<file path="config.mk">
export PLATFORM = sky130hd
export DESIGN_NAME = uart_tx_param
export DESIGN_NICKNAME = d
export VERILOG_FILES = /design/src/rtl/uart_tx_param.sv
export SDC_FILE = /design/constraint.sdc
export NUM_CORES = 1
export LEC_CHECK = 0
export BUFFER_PORTS_ARGS = -buffer_cell sky130_fd_sc_hd__buf_2
export CAP_MARGIN = 20
export CELL_PAD_IN_SITES_DETAIL_PLACEMENT = 1
export CELL_PAD_IN_SITES_GLOBAL_PLACEMENT = 2
export CORE_UTILIZATION = 34
export CTS_CLUSTER_SIZE = 30
export DETAILED_ROUTE_END_ITERATION = 8
export PLACE_DENSITY_LB_ADDON = 0.1
export SETUP_SLACK_MARGIN = 0.05
export SYNTH_ARGS = -nofsm -noshare
export SYNTH_HDL_FRONTEND = slang
export SYNTH_SLANG_ARGS = --single-unit
</file>
<file path="constraint.sdc">
create_clock -name clk -period 2.3 [get_ports clk]
set_input_delay 0.345 -clock clk [delete_from_list [all_inputs] [get_ports clk]]
set_output_delay 0.345 -clock clk [all_outputs]
set_load 0.1 [all_outputs]
</file>
<file path="src/rtl/uart_tx_param.sv">
// Parametrised UART transmitter: start bit, 5..9 data bits (LSB/MSB first),
// optional odd/even parity, 1 or 2 stop bits, valid/ready input handshake.
module uart_tx_param #(
  parameter int unsigned CLK_FREQ  = 48000,
  parameter int unsigned BAUD      = 9600,
  parameter int unsigned DATA_BITS = 8,
  parameter int unsigned PARITY    = 0,
  parameter int unsigned STOP_BITS = 1,
  parameter int unsigned MSB_FIRST = 0
) (
  input  logic                 clk,
  input  logic                 rst_n,
  input  logic [DATA_BITS-1:0] tx_data,
  input  logic                 tx_valid,
  output logic                 tx_ready,
  output logic                 txd,
  output logic                 tx_busy,
  output logic                 tx_done
);

  localparam int unsigned BAUD_DIV = CLK_FREQ / BAUD;
  localparam int unsigned CNT_W    = (BAUD_DIV > 2) ? $clog2(BAUD_DIV) : 1;
  localparam bit          HAS_PAR  = (PARITY == 1) || (PARITY == 2);
  localparam bit          ODD_PAR  = (PARITY == 1);
  localparam bit          MSB_1ST  = (MSB_FIRST != 0);

  typedef enum logic [2:0] {
    S_IDLE,
    S_START,
    S_DATA,
    S_PARITY,
    S_STOP
  } state_e;

  state_e               state_q;
  logic [CNT_W-1:0]     baud_cnt_q;
  logic [3:0]           bit_cnt_q;
  logic [DATA_BITS-1:0] shift_q;
  logic                 par_q;
  logic                 txd_q;
  logic                 busy_q;
  logic                 done_q;

  logic                 baud_wrap;
  logic                 ser_bit;
  logic [DATA_BITS-1:0] shift_next;

  assign tx_ready  = (state_q == S_IDLE);
  assign txd       = txd_q;
  assign tx_busy   = busy_q;
  assign tx_done   = done_q;

  assign baud_wrap  = (baud_cnt_q == CNT_W'(BAUD_DIV - 1));
  assign ser_bit    = MSB_1ST ? shift_q[DATA_BITS-1] : shift_q[0];
  assign shift_next = MSB_1ST ? {shift_q[DATA_BITS-2:0], 1'b0}
                              : {1'b0, shift_q[DATA_BITS-1:1]};

  // Frame sequencer; txd only changes on a baud-counter wrap or on acceptance.
  always_ff @(posedge clk or negedge rst_n) begin
    if (!rst_n) begin
      state_q    <= S_IDLE;
      baud_cnt_q <= '0;
      bit_cnt_q  <= '0;
      shift_q    <= '0;
      par_q      <= 1'b0;
      txd_q      <= 1'b1;
      busy_q     <= 1'b0;
      done_q     <= 1'b0;
    end else begin
      done_q <= 1'b0;
      if (state_q != S_IDLE) begin
        baud_cnt_q <= baud_wrap ? '0 : baud_cnt_q + CNT_W'(1);
      end
      case (state_q)
        S_IDLE: begin
          if (tx_valid) begin
            shift_q    <= tx_data;
            par_q      <= (^tx_data) ^ ODD_PAR;
            state_q    <= S_START;
            txd_q      <= 1'b0;
            busy_q     <= 1'b1;
            baud_cnt_q <= '0;
          end
        end
        S_START: begin
          if (baud_wrap) begin
            txd_q     <= ser_bit;
            shift_q   <= shift_next;
            bit_cnt_q <= '0;
            state_q   <= S_DATA;
          end
        end
        S_DATA: begin
          if (baud_wrap) begin
            if (bit_cnt_q == 4'(DATA_BITS - 1)) begin
              bit_cnt_q <= '0;
              if (HAS_PAR) begin
                state_q <= S_PARITY;
                txd_q   <= par_q;
              end else begin
                state_q <= S_STOP;
                txd_q   <= 1'b1;
              end
            end else begin
              txd_q     <= ser_bit;
              shift_q   <= shift_next;
              bit_cnt_q <= bit_cnt_q + 4'd1;
            end
          end
        end
        S_PARITY: begin
          if (baud_wrap) begin
            state_q   <= S_STOP;
            txd_q     <= 1'b1;
            bit_cnt_q <= '0;
          end
        end
        S_STOP: begin
          if (baud_wrap) begin
            if (bit_cnt_q == 4'(STOP_BITS - 1)) begin
              state_q   <= S_IDLE;
              busy_q    <= 1'b0;
              done_q    <= 1'b1;
              bit_cnt_q <= '0;
            end else begin
              bit_cnt_q <= bit_cnt_q + 4'd1;
            end
          end
        end
        default: begin
          state_q <= S_IDLE;
          txd_q   <= 1'b1;
          busy_q  <= 1'b0;
        end
      endcase
    end
  end

endmodule

</file>
# == After elaboration in Yosys (flattened, before gate mapping) ==
# Index checks and enable logic that the tools add are counted.
# totals
reg_bits,21
input_bits,11
out_inout_bits,4
wordCells,74
# op_classes
add_sub_neg,2
n_eq_ne,15
n_mux,36
bitwise_logic,2
reduce_logical,12
# ops
cell,n
2-to-1 mux 3 bit,11
2-to-1 mux 8 bit,4
case mux 8 bit (3 select lines),1
2-to-1 mux 4 bit,5
"!= test 2 bit, second input constant",8
case mux 3 bit (5 select lines),1
case mux 4 bit (3 select lines),1
2-to-1 mux 1 bit,11
AND reduction 5 bit,2
nonzero test 3 bit,3
AND reduction 4 bit,2
AND reduction 7 bit,1
"equality test 3 x 2 -> 1 bit, second input constant",2
"equality test 3 bit, second input constant",2
case mux 1 bit (5 select lines),1
"adder 4 x 1 -> 4 bit, second input constant",1
"equality test 4 x 3 -> 1 bit, second input constant",1
zero test 4 bit,1
"adder 3 x 1 -> 3 bit, second input constant",1
"equality test 3 x 1 -> 1 bit, second input constant",1
zero test 3 bit,1
case mux 1 bit (3 select lines),1
OR reduction 3 bit,1
"!= test 2 x 1 -> 1 bit, second input constant",1
other kinds (2),3

# == Longest topological paths before layout ==
# depth
word_depth,5
mapped_depth,8
ltp_nobuf,7

# == Worst setup path before layout ==
# OpenSTA, ideal clock, no wires.
# synth_path
path_kind,register to register
from,reg bit_cnt_q[0]
to,reg shift_q[5]
setup_time_ns,0.119
arrival_time_ns,1.839
required_time_ns,2.181
path_slack_ns,0.342
stages_incl_launch_ff,8
n_path_buf,1
period_less_slack_ns,1.958
path_cell_list,dfrtp_1 -> ha_1 -> and3b_2 -> or3_1 -> a221o_2 -> buf_6 -> nand2_1 -> o21ai_2
# synth_between
elab_chain_cells,3
# synth_rtl
element,line,source
from (decl),37,logic [3:0] bit_cnt_q;
from (signal assigned),107,bit_cnt_q <= bit_cnt_q + 4'd1;
from (signal assigned),126,bit_cnt_q <= bit_cnt_q + 4'd1;
equality test 4 x 3 -> 1 bit,95,if (bit_cnt_q == 4'(DATA_BITS - 1)) begin
!= test 2 bit (no source line),-,
AND reduction 5 bit (no source line),-,
to (signal assigned),77,shift_q <= tx_data;
to (signal assigned),88,shift_q <= shift_next;
to (signal assigned),106,shift_q <= shift_next;
to (decl),38,logic [DATA_BITS-1:0] shift_q;
# Every way passes these cells.
# A chain may end at the register's enable or synchronous reset.

# == Worst setup path in the final report ==
# layout_path
from,reg state_q[0]
to,out tx_ready
# layout_between
elab_chain_cells,1
# layout_rtl
element,line,source
from (decl),35,state_e state_q;
from (signal assigned),61,state_q <= S_IDLE;
from (signal assigned),79,state_q <= S_START;
from (signal assigned),90,state_q <= S_DATA;
zero test 3 bit,48,assign tx_ready = (state_q == S_IDLE);
to (decl),15,"output logic tx_ready,"
# Every way passes these cells.

==> results.md <==
- Net count after synthesis: 139
- Remaining DRCs: 0
- Finished Cell Area: 1310 um2
- Hold crit path type: input pin to flop
- Num CTS Buffers: 3
- EDFF count, synth: 0
- Clock Latency Late Sink: 0.30 ns
- Endpoint, Worst Hold: shift_q[5]
- Overall routing resource usage: 0.164
- Reg-to-reg critical path startpoint: bit_cnt_q[0]
- Routability-driven placement congestion ratio: 0.773
- Number of global-route vias before repair: 932
- Antenna viol nets, final: 0
- Arrival time at the worst endpoint: 1.76 ns
- Final Power: 0.000568 W
- Number of antenna violations at the first check in global routing: 0
- Average via count per standard cell: 5.08
- Detail-routed net length per standard cell: 13.1 um
- Layout cell share with drive strength beyond 1: 0.218
- Placed standard-cell area: 1270 um2
- Effective utilization at floorplan: 0.364
- RSZ-0062 raised after global routing: no
- Detailed-router iteration count before antenna repair: 4
- Final-stage net count: 158
- Total vias in the final route: 944
- Seq cells post-synth: 21
- Result of the run: complete, no violations
- Area added between synthesis and finish: 14.6%
- Clock transition at the register clock pins on the worst setup and hold paths after CTS: 0.11 ns
- Biggest area consumer among synthesized cells: dfrtp_1
- Clock Path Buffers: 2
- Total buffers and inverters traversed by the critical path: 2
- Clock period minus final worst setup slack: 2.11 ns
- Kind of end point of the critical path: output pin
- Largest net degree at the start of global routing: 22
- Cells on worst reg2reg path: 6
- Sequential fraction of the synthesis area: 0.462
- Hold path startpoint: tx_data[5]
- R2R setup slack: 0.24 ns
- Most used standard cell by instance count after synthesis: nand2_1
- Min setup slack post-route: 0.194 ns
- Count of inserted antenna diode cells: 0
- Height of the die: 59.9 um
- Chain of cells forming the critical path: or3_1 -> inv_1 -> buf_4
- Post-detailed-placement half-perimeter wirelength: 1920 um
- Worst hold path depth: 3
- Required arrival time at the worst endpoint: 1.96 ns
- Detailed Route WL: 2440 um
- Area of the placeable core: 3130 um2
- Top post-synthesis cells by count: nand2_1 (21), dfrtp_1 (20), o21ai_0 (9)
- Number of violations reported at the end of detailed-routing iteration 0: 15
- Synthesized area divided by synthesized cell count: 9.19 um2
- Post-synthesis cell area: 1140 um2
- I/O Buffers: 14
- Final number of setup-violating endpoints: 0
- TritonCTS sink count: 21
- Finished Core Util: 0.418
- Synthesized instance count: 124
- Setup TNS: 0 ns
- Critical Path Source Type: flop
- Total gr overflow: 0
- Primary FF master, synth: dfrtp_1
- Number of I/O pins: 15
- Worst vdd rail ir drop: 0.166 mV
- Kind of cell adding the most delay to the critical path: flip-flops
- Max H-tree Level: 1
- Peak per-stage delay on the critical path: 0.52 ns
- Filler cell count: 366
- Die Width: 59.9 um
- Worst Path Class, Setup: flop to output pin
- CP max-delay cell: dfrtp_1
- First-pass GRT wire length: 4330 um
- Worst slack after detailed placement: 0.237 ns
- Pin slew with the least headroom to its limit: 0.498 ns
- Total number of yosys warnings: 0
- Biggest area contributors in the synthesized netlist: dfrtp_1 (44%), nand2_1 (6.9%), mux2i_1 (6.1%)
- Area share of the leading cell type in the synthesized netlist: 0.439
- Overall die area: 3590 um2
- Period Utilization, post-route: 0.915
- Layout Skew: 0.000731 ns
- Destination of the worst register-to-register timing path: shift_q[1]
- Number of maximum-capacitance constraint violations: 0
- CTS tree: done
- Cell at the root of the clock tree: clkbuf_4
- Cell area power density: 435 nW/um2
- Max Slew Vio Count: 0
- Row count: 20
- Leakage power total: 0.602 nW
- Slew headroom: 0.670
- Count of cell types in the netlist: 34
- Final-report hold violation count: 0
- Fraction of synthesis flops using an asynchronous set or reset pin: 1.00
- Max Fclk: 475 MHz
- Worst-path maximum fanout: 11
## cell families after synthesis
logic type	after synthesis	synth area share
xor+xnor	1	0.00769
buf+inv	13	0.0516
mux	7	0.0615
compound gates	37	0.206
flops	21	0.462
simple gates	41	0.167
fa+ha+maj	4	0.0439
## flip-flops by register name, summed over array words and instances (netlist names)
name	cells
baud_cnt_q	3
bit_cnt_q	4
state_q	3
txd	1
tx_busy	1
shift_q	8
tx_done	1
## tightest hold or removal path, stage by stage
cell and delay, ns:
buf_2 0.07, mux2i_1 0.06, o21ai_2 0.10
## through the flow
| step | std cells | hold WS [ns] |
|---|---|---|
| after floorplan | 124 | 0.0494 |
| after global placement | 181 | 0.340 |
| after detailed placement | 181 | 0.337 |
| after CTS | 186 | 0.292 |
| after global routing | 186 | 0.313 |
| final | 186 | 0.304 |
## worst max-delay path by stage
stage,depth (start not counted),slack (ns),to,from
2_1_floorplan,7,0.34,shift_q[5],bit_cnt_q[0]
3_3_place_gp,6,0.30,shift_q[5],bit_cnt_q[0]
3_5_place_dp,6,0.24,shift_q[1],bit_cnt_q[0]
4_1_cts,3,0.16,tx_ready,state_q[0]
5_1_grt,3,0.11,tx_ready,state_q[0]
6_report,3,0.19,tx_ready,state_q[0]
## area by class of cell
| class | count | area, um2 | area share |
|---|---|---|---|
| Clock buffer | 3 | 22.5 | 0.0172 |
| Clock inverter | 1 | 5.00 | 0.00383 |
| Inverter | 8 | 30.0 | 0.0230 |
| Multi-Input combinational cell | 90 | 554 | 0.424 |
| Sequential cell | 21 | 527 | 0.403 |
| Tap cell | 44 | 55.1 | 0.0421 |
| Timing Repair Buffer | 19 | 113 | 0.0862 |
## layout by cell type (no fill, tap or decap), types with 3 or more instances in the layout
cell      count
nand2_1      21
dfrtp_1      20
buf_2        13
o21ai_0       9
inv_1         8
nor2_1        7
a21oi_1       7
mux2i_1       7
o21ai_1       6
buf_4         5
ha_1          4
nor3_1        3
clkbuf_4      3
## where the power goes
group | switching [W] | internal, W | total [W] | leakage, nW
Sequential | 0 | 0.000369 | 0.000369 | 0.271
Clock | 0.000110 | 0.0000648 | 0.000175 | 0.0177
Combinational | 0.0000141 | 0.00000971 | 0.0000238 | 0.314
## repair_timing
item	4_1_cts	5_1_grt
endpoints found under the hold margin	20	0
setup buffers	0	0
hold buffers	1	0
gates resized for setup	1	0
endpoints found under the setup margin	1	0
## routing by layer
metal | vias to the layer above | GRT usage | wire length (um)
met5 | - | 0 | 0
met4 | 0 | 0.0598 | 26
met3 | 4 | 0.0195 | 53
met2 | 11 | 0.256 | 1180
met1 | 456 | 0.232 | 1180
li1 | 473 | - | -
Power figures use the tool's default switching activity.
